**config.mk**
```make
export PLATFORM = sky130hd
export DESIGN_NAME = opll_write_sequencer
export DESIGN_NICKNAME = d
export VERILOG_FILES = /design/src/rtl/opll_write_sequencer.sv
export SDC_FILE = /design/constraint.sdc
export NUM_CORES = 1
export LEC_CHECK = 0
export CAP_MARGIN = 5
export CORE_MARGIN = 1.5
export CORE_UTILIZATION = 55
export CTS_BUF_LIST = sky130_fd_sc_hd__clkbuf_2 sky130_fd_sc_hd__clkbuf_4 sky130_fd_sc_hd__clkbuf_8
export DETAILED_ROUTE_END_ITERATION = 10
export PLACE_DENSITY = 0.74
export SLEW_MARGIN = 25
export SYNTH_ARGS = -nofsm -noshare
export SYNTH_HDL_FRONTEND = slang
export SYNTH_SLANG_ARGS = --single-unit
```
**constraint.sdc**
```tcl
create_clock -name clk -period 2.7 [get_ports clk]
set_input_delay 0.405 -clock clk [delete_from_list [all_inputs] [get_ports clk]]
set_output_delay 0.405 -clock clk [all_outputs]
set_load 0.01 [all_outputs]
```
**src/rtl/opll_write_sequencer.sv**
```systemverilog
// OPLL register write sequencer: buffers CPU-side writes in a small FIFO and
// replays them onto the OPLL bus with strobe width and post-write wait timing.
module opll_write_sequencer #(
  parameter int FIFO_DEPTH = 4,
  parameter int WR_PULSE   = 4,
  parameter int ADDR_WAIT  = 12,
  parameter int DATA_WAIT  = 84
) (
  input  logic       clk,
  input  logic       rst,
  input  logic       in_valid,
  output logic       in_ready,
  input  logic       in_a0,
  input  logic [7:0] in_data,
  output logic       o_WR_n,
  output logic       o_A0,
  output logic [7:0] o_D,
  output logic       o_busy
);

  localparam int PW   = $clog2(FIFO_DEPTH);
  localparam int CW   = $clog2(FIFO_DEPTH + 1);
  localparam int MAXW = (ADDR_WAIT > DATA_WAIT) ? ADDR_WAIT : DATA_WAIT;
  localparam int WW   = $clog2(MAXW + 1);
  localparam int SW   = $clog2(WR_PULSE + 1);

  localparam logic [WW-1:0] AW_M1 = WW'(ADDR_WAIT - 1);
  localparam logic [WW-1:0] DW_M1 = WW'(DATA_WAIT - 1);
  localparam logic [SW-1:0] WP_M1 = SW'(WR_PULSE - 1);
  localparam logic [CW-1:0] DEPTH = CW'(FIFO_DEPTH);

  typedef enum logic [2:0] {
    S_IDLE,
    S_SETUP,
    S_STROBE,
    S_HOLD,
    S_WAIT
  } state_e;

  state_e        state_q, state_d;
  logic [SW-1:0] str_q, str_d;
  logic [WW-1:0] wait_q, wait_d;
  logic          wr_n_q, wr_n_d;
  logic          a0_q, a0_d;
  logic [7:0]    dat_q, dat_d;
  logic          rdy_en_q;

  logic [8:0]    mem_q [FIFO_DEPTH];
  logic [PW-1:0] wr_ptr_q, wr_ptr_d;
  logic [PW-1:0] rd_ptr_q, rd_ptr_d;
  logic [CW-1:0] count_q, count_d;
  logic          push, pop;
  logic [WW-1:0] wait_ld;

  // Readiness only from registered state; blocked during and at reset.
  assign in_ready = rdy_en_q & (count_q < DEPTH);
  assign push     = in_valid & in_ready;
  assign o_WR_n   = wr_n_q;
  assign o_A0     = a0_q;
  assign o_D      = dat_q;
  assign o_busy   = (state_q != S_IDLE) | (count_q != '0);
  assign wait_ld  = a0_q ? DW_M1 : AW_M1;

  // Bus FSM: pop, setup, strobe, hold, then post-write wait.
  always_comb begin
    state_d = state_q;
    str_d   = str_q;
    wait_d  = wait_q;
    a0_d    = a0_q;
    dat_d   = dat_q;
    pop     = 1'b0;
    unique case (state_q)
      S_IDLE: begin
        if (count_q != '0) begin
          pop     = 1'b1;
          {a0_d, dat_d} = mem_q[rd_ptr_q];
          state_d = S_SETUP;
        end
      end
      S_SETUP: begin
        str_d   = WP_M1;
        state_d = S_STROBE;
      end
      S_STROBE: begin
        if (str_q == '0) state_d = S_HOLD;
        else             str_d   = str_q - SW'(1);
      end
      S_HOLD: begin
        wait_d  = wait_ld;
        state_d = (wait_ld == '0) ? S_IDLE : S_WAIT;
      end
      S_WAIT: begin
        wait_d = wait_q - WW'(1);
        if (wait_q == WW'(1)) state_d = S_IDLE;
      end
      default: state_d = S_IDLE;
    endcase
    // Strobe is registered so it is glitch-free and tracks state exactly.
    wr_n_d = (state_d != S_STROBE);
  end

  // FIFO pointer and occupancy update.
  always_comb begin
    wr_ptr_d = wr_ptr_q;
    rd_ptr_d = rd_ptr_q;
    if (push) wr_ptr_d = wr_ptr_q + PW'(1);
    if (pop)  rd_ptr_d = rd_ptr_q + PW'(1);
    count_d = count_q + CW'(push) - CW'(pop);
  end

  // FIFO storage; contents are don't-care until written.
  always_ff @(posedge clk) begin
    if (push) mem_q[wr_ptr_q] <= {in_a0, in_data};
  end

  // State registers with synchronous reset.
  always_ff @(posedge clk) begin
    if (rst) begin
      state_q  <= S_IDLE;
      str_q    <= '0;
      wait_q   <= '0;
      wr_n_q   <= 1'b1;
      a0_q     <= 1'b0;
      dat_q    <= '0;
      rdy_en_q <= 1'b0;
      wr_ptr_q <= '0;
      rd_ptr_q <= '0;
      count_q  <= '0;
    end else begin
      state_q  <= state_d;
      str_q    <= str_d;
      wait_q   <= wait_d;
      wr_n_q   <= wr_n_d;
      a0_q     <= a0_d;
      dat_q    <= dat_d;
      rdy_en_q <= 1'b1;
      wr_ptr_q <= wr_ptr_d;
      rd_ptr_q <= rd_ptr_d;
      count_q  <= count_d;
    end
  end

endmodule

```
# Word-level counts from Yosys, hierarchy flattened
# Memories as Yosys holds them, arrays and structs flattened. A register that Yosys moved wholly into a read port is not among the register bits.
# Cells that the tools add are included.
# W data, S select, Z words.
[op_classes]
addsub = 6
n_lt_le_gt_ge = 1
n_eq_ne = 7
mux = 14
bitwise = 3
n_reduce_logical = 9
[ops]
columns = ["cell", "count"]
rows = [
  ["$mux W3", 5],
  ["$pmux W3 S5", 1],
  ["$pmux W7 S2", 1],
  ["$eq A7 B1 Y1 const B", 1],
  ["$logic_not A7 Y1", 1],
  ["$mux W7", 1],
  ["$sub A7 B1 Y7 const B", 1],
  ["$eq A3 B2 Y1 const B", 2],
  ["$logic_not A3 Y1", 2],
  ["$pmux W3 S2", 1],
  ["$reduce_bool A3 Y1", 2],
  ["$mux W1", 5],
  ["$add A2 B1 Y2 const B", 2],
  ["$reduce_and A2 Y1", 2],
  ["$reduce_bool A2 Y1", 2],
  ["$add A3 B1 Y3", 1],
  ["$eq A3 B1 Y1 const B", 1],
  ["$eq A3 B3 Y1 const B", 1],
  ["$lt A3 B3 Y1 const B", 1],
  ["$ne A3 B2 Y1 const B", 1],
  ["$sub A3 B1 Y3", 1],
  ["$sub A3 B1 Y3 const B", 1],
  ["$and A1 B1 Y1", 2],
  ["$ne A2 B2 Y1 const B", 1],
  ["$or A1 B1 Y1", 1],
]
[word_totals]
ff_bits = 22
ram_bits = 36
input_bits = 12
output_inout_bits = 12
word_cells = 49
n_memories = 1
[mem_list]
columns = ["name", "words", "word_bits", "rd", "rd_clocked_by_memory_dff", "wr", "line", "rtl"]
rows = [
  ["mem_q", 4, 9, 1, 1, 1, "48", "logic [8:0] mem_q [FIFO_DEPTH];"],
]

# Logic depth before layout (Yosys ltp)
# Gate-level depths: netlist (run 1).
[logic_depth]
depth_word = 5
mapped_depth = 10

# Least setup slack after synthesis (run 1)
# No wires, ideal clock.
[synth_path]
path_kind = "reg2reg"
startpoint = "register state_q[2]"
endpoint = "register count_q[2]"
setup_time_ns = 0.128
t_arrival_ns = 2.055
t_required_ns = 2.572
setup_slack_ns = 0.518
path_stages_with_launch = 11
period_less_slack_ns = 2.182
cell_sequence = "dfxtp_1 or3_1 clkbuf_1 nor2_1 ha_1 inv_1 ha_1 fa_1 xnor2_1 xnor2_1 nor2_1"
[synth_between]
elab_chain_len = 3
[synth_lines]
columns = ["element", "line", "rtl"]
rows = [
  ["from (decl)", "40", "state_e state_q, state_d;"],
  ["from (signal assigned)", "130", "state_q <= state_d;"],
  ["$logic_not A3 Y1", "72", "unique case (state_q)"],
  ["$mux W1", "72", ""],
  ["named net pop", "52", "logic push, pop;"],
  ["$sub A3 B1 Y3", "108", "count_d = count_q + CW'(push) - CW'(pop);"],
  ["to (signal assigned)", "139", "count_q <= count_d;"],
  ["to (decl)", "51", "logic [CW-1:0] count_q, count_d;"],
]
# The timed path passes the listed nets, and every way through them passes these cells.
# A chain may end at the register's enable or synchronous reset.

# Worst setup path after layout (run 1)
[layout_path]
startpoint = "register state_q[0]"
endpoint = "register count_q[2]"
# The elaborated chain is that of the path after synthesis.

==> results.py, run 1 <==
metrics = {
    "detailed_routing": {
        "detail_route.wl_per_cell_um": 15.8,
        "postRouteWirelength_um": 5220,
        "drtAntennaViolNets": 0,
        "dr_vias": 1853,
        "drt_iter0_markers": 112,
        "drt_pre_antenna_iters": 4,
        "drt-vias-per-instance": 5.62,
        "drc": 0,
    },
    "final_layout": {
        "final_layout_size_suffix_gt1_frac": 0.138,
        "final_core_utilization": 0.666,
        "syn2layout_area_growth_pct": 18.2,
        "nNetsFinal": 278,
        "layout.cells.most_common": "edfxtp_1",
        "antenna_cells_inserted": 0,
        "layout.cells.most_common_list": "edfxtp_1 (36), dfxtp_1 (31), clkdlybuf4s50_1 (23)",
    },
    "sta": {
        "min_period_ns": 2.31,
        "final_setup_slack_of_the_worst_path_ns": 0.386,
        "total_setup_violations_reported_at_the_end_of_the_flow": 0,
        "maxSlewViolCount": 0,
        "achievable-frequency_mhz": 432,
        "max_slew_margin": 0.510,
        "worst-slew-pin-transition_ns": 0.734,
        "hold_violations": 0,
        "timing.final.crit_share": 0.857,
        "timing.setup.tns_ns": 0,
        "rsz0062_at_grt": "false",
        "final.setup_skew_ns": 0.00819,
    },
    "clock_tree": {
        "clk_pin_slew_worst_paths_ns": 0.07,
        "cts_buffer_depth": 2,
        "cts_bufs_inserted": 9,
        "clk_root_buffer_cell": "clkbuf_8",
        "cts_tree": "yes",
        "post_cts_resized": 0,
        "ctsHtreeMaxLevel": 3,
        "post-cts-setup-buffer-count": 0,
        "worst_skew_pair.late_latency_ns": 0.33,
        "clock_sinks": 67,
        "cts.hold.buffers_added": 0,
    },
    "yosys": {
        "synth_top_family_by_area": "simple AND/OR/NAND/NOR gates",
        "syn-num-nets": 253,
        "synth_xor_xnor_area_share": 0.00919,
        "synthesis.instances": 230,
        "synth_area_in_compound_gates": 0.0993,
        "synth-simple-area-share": 0.122,
        "postSynth.topFlopCell": "edfxtp_1",
        "synthArstFlopShare": 0,
        "synth_area_per_cell_um2": 12.4,
        "yosysWarnings": 0,
        "synth-edff-count": 36,
        "post_synth_instance_area_um2": 2860,
        "yosys.area_share.adder": 0.0508,
        "post_synth_num_cell_types": 48,
        "synth.yosys.seq_area_share": 0.595,
        "synth_mux_area_frac": 0.0783,
        "ys_seq_elements": 67,
    },
    "setup_path": {
        "worstReg2RegStart": "state_q[0]",
        "critical_path.endpoint_type": "flop",
        "crit_path_category": "flop to flop",
        "crit_start": "state_q[0]",
        "r2r.worst_path.cells": 9,
        "worstPathRequired_ns": 2.92,
        "worst_path_maximum_fanout": 13,
        "cp_data_arrival_time_ns": 2.53,
        "cp-start-kind": "flop",
    },
    "floorplan": {
        "floorplan_die_area_um2": 5640,
        "placementRows": 26,
        "floorplan.initialDensity": 0.563,
        "core-area_um2": 5070,
        "chipHeight_um": 75.1,
        "dieWidth_um": 75.1,
        "io_pins": 24,
    },
    "grt": {
        "grt_first_pass_wirelength_um": 8330,
        "grt.overflow.total": 0,
        "grt_start_max_net_pins": 32,
        "grtUsageMet1": 0.237,
        "first_global_vias": 1769,
        "initial_antenna_violation_count": 0,
        "global_route.peak_usage_layer": "met2",
        "groute.layer.met2.usage": 0.369,
        "grt_util_met3": 0.0469,
        "global_route.usage.total": 0.210,
    },
    "power_and_ir_drop": {
        "power.density_cell_area_nw_per_um2": 1010,
        "peakVddDrop_v": 0.000587,
        "p_leak_nw": 1.18,
        "total_power_consumption_mw": 3.42,
    },
    "place": {
        "io_buffer_count": 23,
        "routability_congestion": 0.850,
        "post-dp-hpwl_um": 3400,
        "dp_worst_setup_slack_ns": 0.224,
    },
    "outcome": {
        "result_of_the_run": "finished, final reports clean",
    },
    "job": {
        "cap_viol_max_count": 0,
    },
    "worst_hold_path": {
        "timing.hold.worst.start": "o_D[5]",
        "timing.hold.worst_path_depth": 2,
        "hold_class": "flop to flop",
    },
}
==> sequential cells by signal, indices dropped and copies added, names as in the netlist <==
name      count
wait_q        7
mem_q        36
state_q       3
o_D           8
count_q       3
rdy_en_q      1
o_A0          1
wr_ptr_q      2
o_WR_n        1
str_q         3
rd_ptr_q      2
==> layout make-up <==
| class | count | area, µm² |
|---|---|---|
| inverters | 17 | 63.8 |
| multi-input cells | 131 | 1030 |
| flip-flops and latches | 67 | 1700 |
| clock buffers | 11 | 145 |
| well taps | 70 | 87.6 |
| fillers | 415 | 1700 |
| repair buffers | 29 | 275 |
| clock inverters | 5 | 77.6 |
==> Yosys cell counts (3+ instances only) <==
master    instances  area [µm²]
edfxtp_1         36        1080
nor3_1            8        40.0
ha_1             10         125
o21ai_1           7        35.0
dfxtp_1          31         621
inv_1            15        56.3
and2_1            4        25.0
nor2_1           11        41.3
clkbuf_1         12        45.0
nand3_1          10        50.1
o21ai_0           6        30.0
a211oi_1          3        22.5
or3_1             4        25.0
nor2b_1           4        25.0
mux4_2            9         203
a21oi_1          15        75.1
a32oi_1           3        26.3
xnor2_1           3        26.3
nand2b_1          3        18.8
==> through the flow <==
| stage | std cells | instance area, µm² | hold WS (ns) |
|---|---|---|---|
| 2_1_floorplan | 230 | 2860 | 0.479 |
| 3_3_place_gp | 314 | 3160 | 0.467 |
| 3_5_place_dp | 314 | 3160 | 0.477 |
| 4_1_cts | 330 | 3380 | 0.485 |
| 5_1_grt | 330 | 3380 | 0.515 |
| 6_report | 330 | 3380 | 0.482 |
==> power breakdown <==
| part | switching, mW | internal, mW |
|---|---|---|
| Clock | 0.365 | 0.552 |
| Sequential | 0.178 | 1.24 |
| Combinational | 0.538 | 0.548 |
| Total | 1.08 | 2.34 |
==> kinds of logic after synthesis <==
family,Yosys count
multiplexers,11
AND/OR/NAND/NOR,61
XOR/XNOR,3
AO/OA/AOI/OAI,45
flip-flops,67
buffers and inverters,32
adder cells (fa/ha/maj),11
==> worst max-delay path, cell delays in order, from the launching register on <==
cell,delay [ns]
dfxtp_1,0.41
or3_1,0.41
nor2_1,0.23
ha_1,0.16
inv_1,0.03
ha_1,0.19
fa_1,0.40
xnor2_1,0.18
xnor2_1,0.14
nor2_1,0.05
==> worst paths after layout <==
kind	endpoint	slack, ns
setup reg to reg	count_q[2]	0.39
hold reg to reg	o_D[5]	0.48
hold / removal	o_D[5]	0.48
setup / recovery	count_q[2]	0.39
==> per-layer routing <==
| metal | part of all wire | wire length [µm] | up-vias |
|---|---|---|---|
| li1 | - | - | 898 |
| met1 | 0.42 | 2170 | 903 |
| met2 | 0.52 | 2740 | 46 |
| met3 | 0.044 | 230 | 6 |
| met4 | 0.016 | 84 | 0 |
| met5 | 0 | 0 | - |
Power figures use the tool's default switching activity.
==> run 2, diff against run 1 <==
Clock period 2.7 ns to 2.75 ns, I/O delays scaled along.
==> run 2 against run 1 <==
Compared with the run above:
- utilization shrank 0.57 points
- die area unchanged
- maximum frequency grew 1.7%
- setup slack gained 0.088 ns
- flip-flop and latch count unchanged
- combinational power decreased by 4%
- sequential power about the same
- cell area shrank 0.85%
- critical path depth unchanged
- register-to-register slack better by 0.09 ns
- first-iteration DRC count rose by 21%
==> results.py, run 2 (synthesis gave the netlist of run 1 again) <==
metrics = {
    "final_layout": {
        "footprint_of_the_multi_input_gates_um2": 1030,
        "ff_latch_area_um2": 1700,
        "syn2layout_area_growth_pct": 17.2,
        "largest-register": "mem_q",
        "layout.cell_area.non_filler_um2": 3350,
        "final_layout_size_suffix_gt1_frac": 0.138,
        "nNetsFinal": 278,
        "finish.cell_count_without_fillers": 330,
        "final_core_utilization": 0.660,
        "layout.cells.most_common_list": "edfxtp_1 (36), dfxtp_1 (31), clkdlybuf4s50_1 (23)",
        "flip_flop_count_of_the_largest_register_after_layout": 36,
        "antenna_cells_inserted": 0,
        "layout.filler_cells": 385,
        "layout.cells.most_common": "edfxtp_1",
    },
    "setup_path": {
        "critical_path.endpoint_type": "flop",
        "cp_data_arrival_time_ns": 2.50,
        "critPathTopFamily": "adder cells",
        "cp-start-kind": "flop",
        "worst_path_maximum_fanout": 13,
        "cp.buffers_inverters": 1,
        "cpMaxStageDelayCell": "dfxtp_1",
        "worstPathRequired_ns": 2.97,
        "critPathMaxStageDelay_ns": 0.42,
        "timing.critical_path.cells": "or3_1, nor2_1, ha_1, inv_1, ha_1, fa_1, xnor2_1, xnor2_1, nor2_1",
        "crit_path_category": "flop to flop",
    },
    "job": {
        "cap_viol_max_count": 0,
    },
    "floorplan": {
        "io_pins": 24,
        "floorplan_die_area_um2": 5640,
        "floorplan.initialDensity": 0.563,
        "chipHeight_um": 75.1,
        "dieWidth_um": 75.1,
        "placementRows": 26,
        "core-area_um2": 5070,
    },
    "place": {
        "place_area_um2": 3160,
        "routability_congestion": 0.848,
        "io_buffer_count": 23,
        "post-dp-hpwl_um": 3220,
        "placed_instances": 314,
        "dp_worst_setup_slack_ns": 0.291,
    },
    "grt": {
        "grt_start_max_net_pins": 32,
        "grt_first_pass_wirelength_um": 8130,
        "grt.overflow.total": 0,
        "first_global_vias": 1763,
        "global_route.usage.total": 0.206,
        "initial_antenna_violation_count": 0,
    },
    "sta": {
        "min_period_ns": 2.28,
        "final_setup_slack_of_the_worst_path_ns": 0.475,
        "rsz0062_at_grt": "false",
        "maxSlewViolCount": 0,
        "worst-slew-pin-transition_ns": 0.746,
        "total_setup_violations_reported_at_the_end_of_the_flow": 0,
        "timing.setup.tns_ns": 0,
        "achievable-frequency_mhz": 439,
        "post_route_worst_hold_slack_ns": 0.485,
        "hold_violations": 0,
        "timing.final.crit_share": 0.827,
        "final.setup_skew_ns": 0.0116,
        "max_slew_margin": 0.502,
    },
    "detailed_routing": {
        "postRouteWirelength_um": 5000,
        "drt_pre_antenna_iters": 4,
        "drt-vias-per-instance": 5.58,
        "drc": 0,
        "drt_iter0_markers": 135,
        "dr_vias": 1840,
        "drtAntennaViolNets": 0,
        "detail_route.wl_per_cell_um": 15.1,
    },
    "clock_tree": {
        "cts_buffer_depth": 2,
        "clock_sinks": 67,
        "worst_skew_pair.late_latency_ns": 0.34,
        "post_cts_resized": 0,
        "cts_tree": "yes",
        "cts.hold.buffers_added": 0,
        "cts_bufs_inserted": 9,
        "ctsHtreeMaxLevel": 3,
        "post-cts-setup-buffer-count": 0,
        "clk_root_buffer_cell": "clkbuf_8",
        "clk_pin_slew_worst_paths_ns": 0.07,
    },
    "power_and_ir_drop": {
        "power.switching_fraction": 0.319,
        "power.density_cell_area_nw_per_um2": 969,
        "seq_power_share": 0.429,
        "total_power_consumption_mw": 3.25,
        "power_dissipated_by_switching_net_loads_mw": 1.03,
        "p_int_mw": 2.21,
        "peakVddDrop_v": 0.000558,
        "share_of_total_power_in_combinational_logic": 0.324,
        "p_leak_nw": 1.17,
        "p_clk_frac": 0.246,
    },
    "worst_hold_path": {
        "hold_class": "flop to flop",
    },
    "outcome": {
        "result_of_the_run": "finished, final reports clean",
    },
}
run 2: changes by cell type in the layout (fill, tap and decap cells not counted), sizes merged:
cell      delta
clkbuf       +2
clkinvlp     -1
bufinv       -1
run 2: path summary, 6_finish.rpt:
kind                                 start    endpoint  slack [ns]  cells after the start
worst max-delay path            state_q[0]  count_q[2]        0.47                      9
worst min register to register      o_D[5]      o_D[5]        0.49                      2
worst max register to register  state_q[0]  count_q[2]        0.47                      9
worst min-delay path                o_D[5]      o_D[5]        0.49                      2
run 2: per-layer routing:
| layer | up-vias | track usage | part of all wire |
|---|---|---|---|
| met4 | 0 | 0.0889 | 0.016 |
| li1 | 902 | - | - |
| met5 | - | 0 | 0 |
| met3 | 9 | 0.0776 | 0.039 |
| met1 | 892 | 0.232 | 0.43 |
| met2 | 37 | 0.349 | 0.51 |
run 2: worst reg2reg max path: cells and delay by family, from the launching register on:
family,cells,cell delay [ns]
adders and majority gates,3,0.72
and+or+nand+nor,3,0.67
DFF,1,0.42
xor gates and xnor gates,2,0.32
buffers and inverters,1,0.04
run 2: cell type report:
cell class                      instances  area share
Sequential cell                        67       0.508
Multi-Input combinational cell        131       0.307
Timing Repair Buffer                   29      0.0822
Clock buffer                           13      0.0459
Tap cell                               70      0.0261
Inverter                               17      0.0191
Clock inverter                          3      0.0120
run 2: power by group through the flow:
stage / sequential (mW) / combinational (mW) / clock [mW]
floorplan: 1.36 / 0.733 / 0
global placement: 1.41 / 1.02 / 0
detailed placement: 1.41 / 1.06 / 0
CTS: 1.39 / 1.06 / 0.822
global route: 1.42 / 1.17 / 0.855
finish: 1.39 / 1.05 / 0.800
==> run 3, diff against run 2 <==
Clock period 2.75 ns to 2.2 ns, I/O delays scaled along.
==> run 3 against run 2 <==
Compared with the run above:
- combinational power is 39% higher
- clock power rose by 28%
- final cell count is 2.7% higher
- clock-buffer cell count stayed put
- flip-flop and latch count did not move
- sequential power is 21% higher
- critical path depth shrank 5
- hold slack worse by 0.0028 ns
- non-clock buffer count rose by 9
- utilization grew 1.5 points
- largest power group unchanged
==> results.py, run 3 (synthesis gave the netlist of run 1 again) <==
metrics = {
    "power_and_ir_drop": {
        "p_int_mw": 2.83,
        "p_leak_nw": 1.22,
        "power_dissipated_by_switching_net_loads_mw": 1.33,
        "power.density_cell_area_nw_per_um2": 1220,
        "share_of_total_power_in_combinational_logic": 0.350,
        "seq_power_share": 0.404,
        "power.switching_fraction": 0.320,
        "peakVddDrop_v": 0.000593,
        "p_clk_frac": 0.246,
    },
    "floorplan": {
        "floorplan_die_area_um2": 5640,
        "placementRows": 26,
        "floorplan.initialDensity": 0.563,
        "dieWidth_um": 75.1,
        "chipHeight_um": 75.1,
        "io_pins": 24,
        "core-area_um2": 5070,
    },
    "sta": {
        "total_setup_violations_reported_at_the_end_of_the_flow": 0,
        "achievable-frequency_mhz": 474,
        "timing.final.crit_share": 0.960,
        "final_setup_slack_of_the_worst_path_ns": 0.0888,
        "worst-slew-pin-transition_ns": 0.559,
        "maxSlewViolCount": 0,
        "min_period_ns": 2.11,
        "rsz0062_at_grt": "false",
        "max_slew_margin": 0.627,
        "hold_violations": 0,
        "final.setup_skew_ns": 0.0111,
    },
    "detailed_routing": {
        "dr_vias": 1907,
        "drt-vias-per-instance": 5.63,
        "drtAntennaViolNets": 0,
        "drt_pre_antenna_iters": 4,
        "drc": 0,
        "drt_iter0_markers": 95,
        "detail_route.wl_per_cell_um": 15.9,
        "postRouteWirelength_um": 5380,
    },
    "final_layout": {
        "final_layout_size_suffix_gt1_frac": 0.167,
        "flip_flop_count_of_the_largest_register_after_layout": 36,
        "layout.cells.most_common": "edfxtp_1",
        "syn2layout_area_growth_pct": 19.7,
        "layout.filler_cells": 392,
        "antenna_cells_inserted": 0,
        "nNetsFinal": 287,
        "layout.cells.most_common_list": "edfxtp_1 (36), dfxtp_1 (31), clkdlybuf4s50_1 (23)",
        "largest-register": "mem_q",
        "finish.cell_count_without_fillers": 339,
    },
    "setup_path": {
        "cp-start-kind": "flop",
        "worst_path_maximum_fanout": 10,
        "r2r_path_end": "count_q[2]",
        "critPathMaxStageDelay_ns": 0.51,
        "cp_data_arrival_time_ns": 1.78,
        "worstPathRequired_ns": 1.87,
        "critPathTopFamily": "buffers and inverters",
        "worstReg2RegStart": "state_q[2]",
        "crit_path_category": "flop to output port",
        "r2r.worst_path.cells": 9,
        "critical_path.endpoint_type": "output port",
        "cpMaxStageDelayCell": "clkdlybuf4s50_1",
        "cp.buffers_inverters": 2,
        "reg_to_reg_setup_timing_slack_ns": 0.10,
        "timing.critical_path.cells": "buf_4, nor3_1, nand2_1, clkdlybuf4s50_1",
        "crit_start": "state_q[2]",
    },
    "clock_tree": {
        "post_cts_resized": 0,
        "clock_sinks": 67,
        "worst_skew_pair.late_latency_ns": 0.34,
        "post-cts-setup-buffer-count": 0,
        "clk_pin_slew_worst_paths_ns": 0.07,
        "cts.hold.buffers_added": 0,
        "clk_root_buffer_cell": "clkbuf_8",
        "cts_bufs_inserted": 9,
        "cts_tree": "yes",
        "cts_buffer_depth": 2,
        "ctsHtreeMaxLevel": 3,
    },
    "outcome": {
        "result_of_the_run": "finished, final reports clean",
    },
    "worst_hold_path": {
        "timing.hold.worst_endpoint": "o_D[5]",
        "timing.hold.worst.start": "o_D[5]",
        "timing.hold.worst_path_depth": 2,
        "hold_class": "flop to flop",
    },
    "place": {
        "io_buffer_count": 23,
        "routability_congestion": 0.868,
        "placed_instances": 323,
        "dp_worst_setup_slack_ns": -0.212,
        "post-dp-hpwl_um": 3540,
    },
    "grt": {
        "grt.overflow.total": 0,
        "grt_start_max_net_pins": 32,
        "global_route.usage.total": 0.218,
        "initial_antenna_violation_count": 0,
        "first_global_vias": 1857,
        "grt_first_pass_wirelength_um": 8640,
    },
    "job": {
        "cap_viol_max_count": 0,
    },
}
-- run 3: power groups by stage --
stage	clock, mW	combinational [mW]	sequential (mW)
2_1_floorplan	0	0.917	1.69
3_3_place_gp	0	1.42	1.69
3_5_place_dp	0	1.46	1.70
4_1_cts	1.05	1.47	1.68
5_1_grt	1.10	1.62	1.70
6_report	1.02	1.46	1.68
-- run 3: through the flow --
step | utilization | hold WS (ns) | TNS, ns | total power, mW | instance area [µm²]
2_1_floorplan | - | 0.404 | 0 | 2.61 | 2860
3_5_place_dp | 0.635 | 0.477 | -0.233 | 3.16 | 3220
3_3_place_gp | 0.635 | 0.469 | -0.134 | 3.11 | 3220
4_1_cts | 0.675 | 0.488 | 0 | 4.19 | 3420
6_report | 0.675 | 0.482 | 0 | 4.16 | 3420
5_1_grt | 0.675 | 0.522 | 0 | 4.42 | 3420
-- run 3: worst max-delay path by stage --
| stage | slack (ns) | depth (start not counted) | end |
|---|---|---|---|
| after floorplan | 0.02 | 10 | count_q[2] |
| after CTS | 0.08 | 9 | count_q[2] |
| after detailed placement | -0.21 | 10 | count_q[2] |
| after global routing | 0.004 | 9 | count_q[2] |
| after global placement | -0.13 | 10 | count_q[2] |
| final | 0.09 | 4 | o_busy |
-- run 3: metal layers --
layer  share of wire  global-route usage  wire (µm)
met3           0.066              0.0857        355
met1            0.41               0.252       2200
met4           0.020              0.0990        110
met2            0.50               0.361       2710
met5               0                   0          0
-- run 3: final cells by class --
type	count	area [µm²]	area share
Sequential cell	67	1700	0.497
Multi-Input combinational cell	131	1030	0.300
Timing Repair Buffer	38	343	0.100
Clock buffer	13	160	0.0468
Tap cell	70	87.6	0.0256
Inverter	17	63.8	0.0186
Clock inverter	3	40.0	0.0117
-- run 3: worst min-delay path: cells and delay by family, from the launching register on --
| kind | cells | cell delay [ns] |
|---|---|---|
| AO/OA/AOI/OAI | 2 | 0.13 |
| flip-flops | 1 | 0.31 |
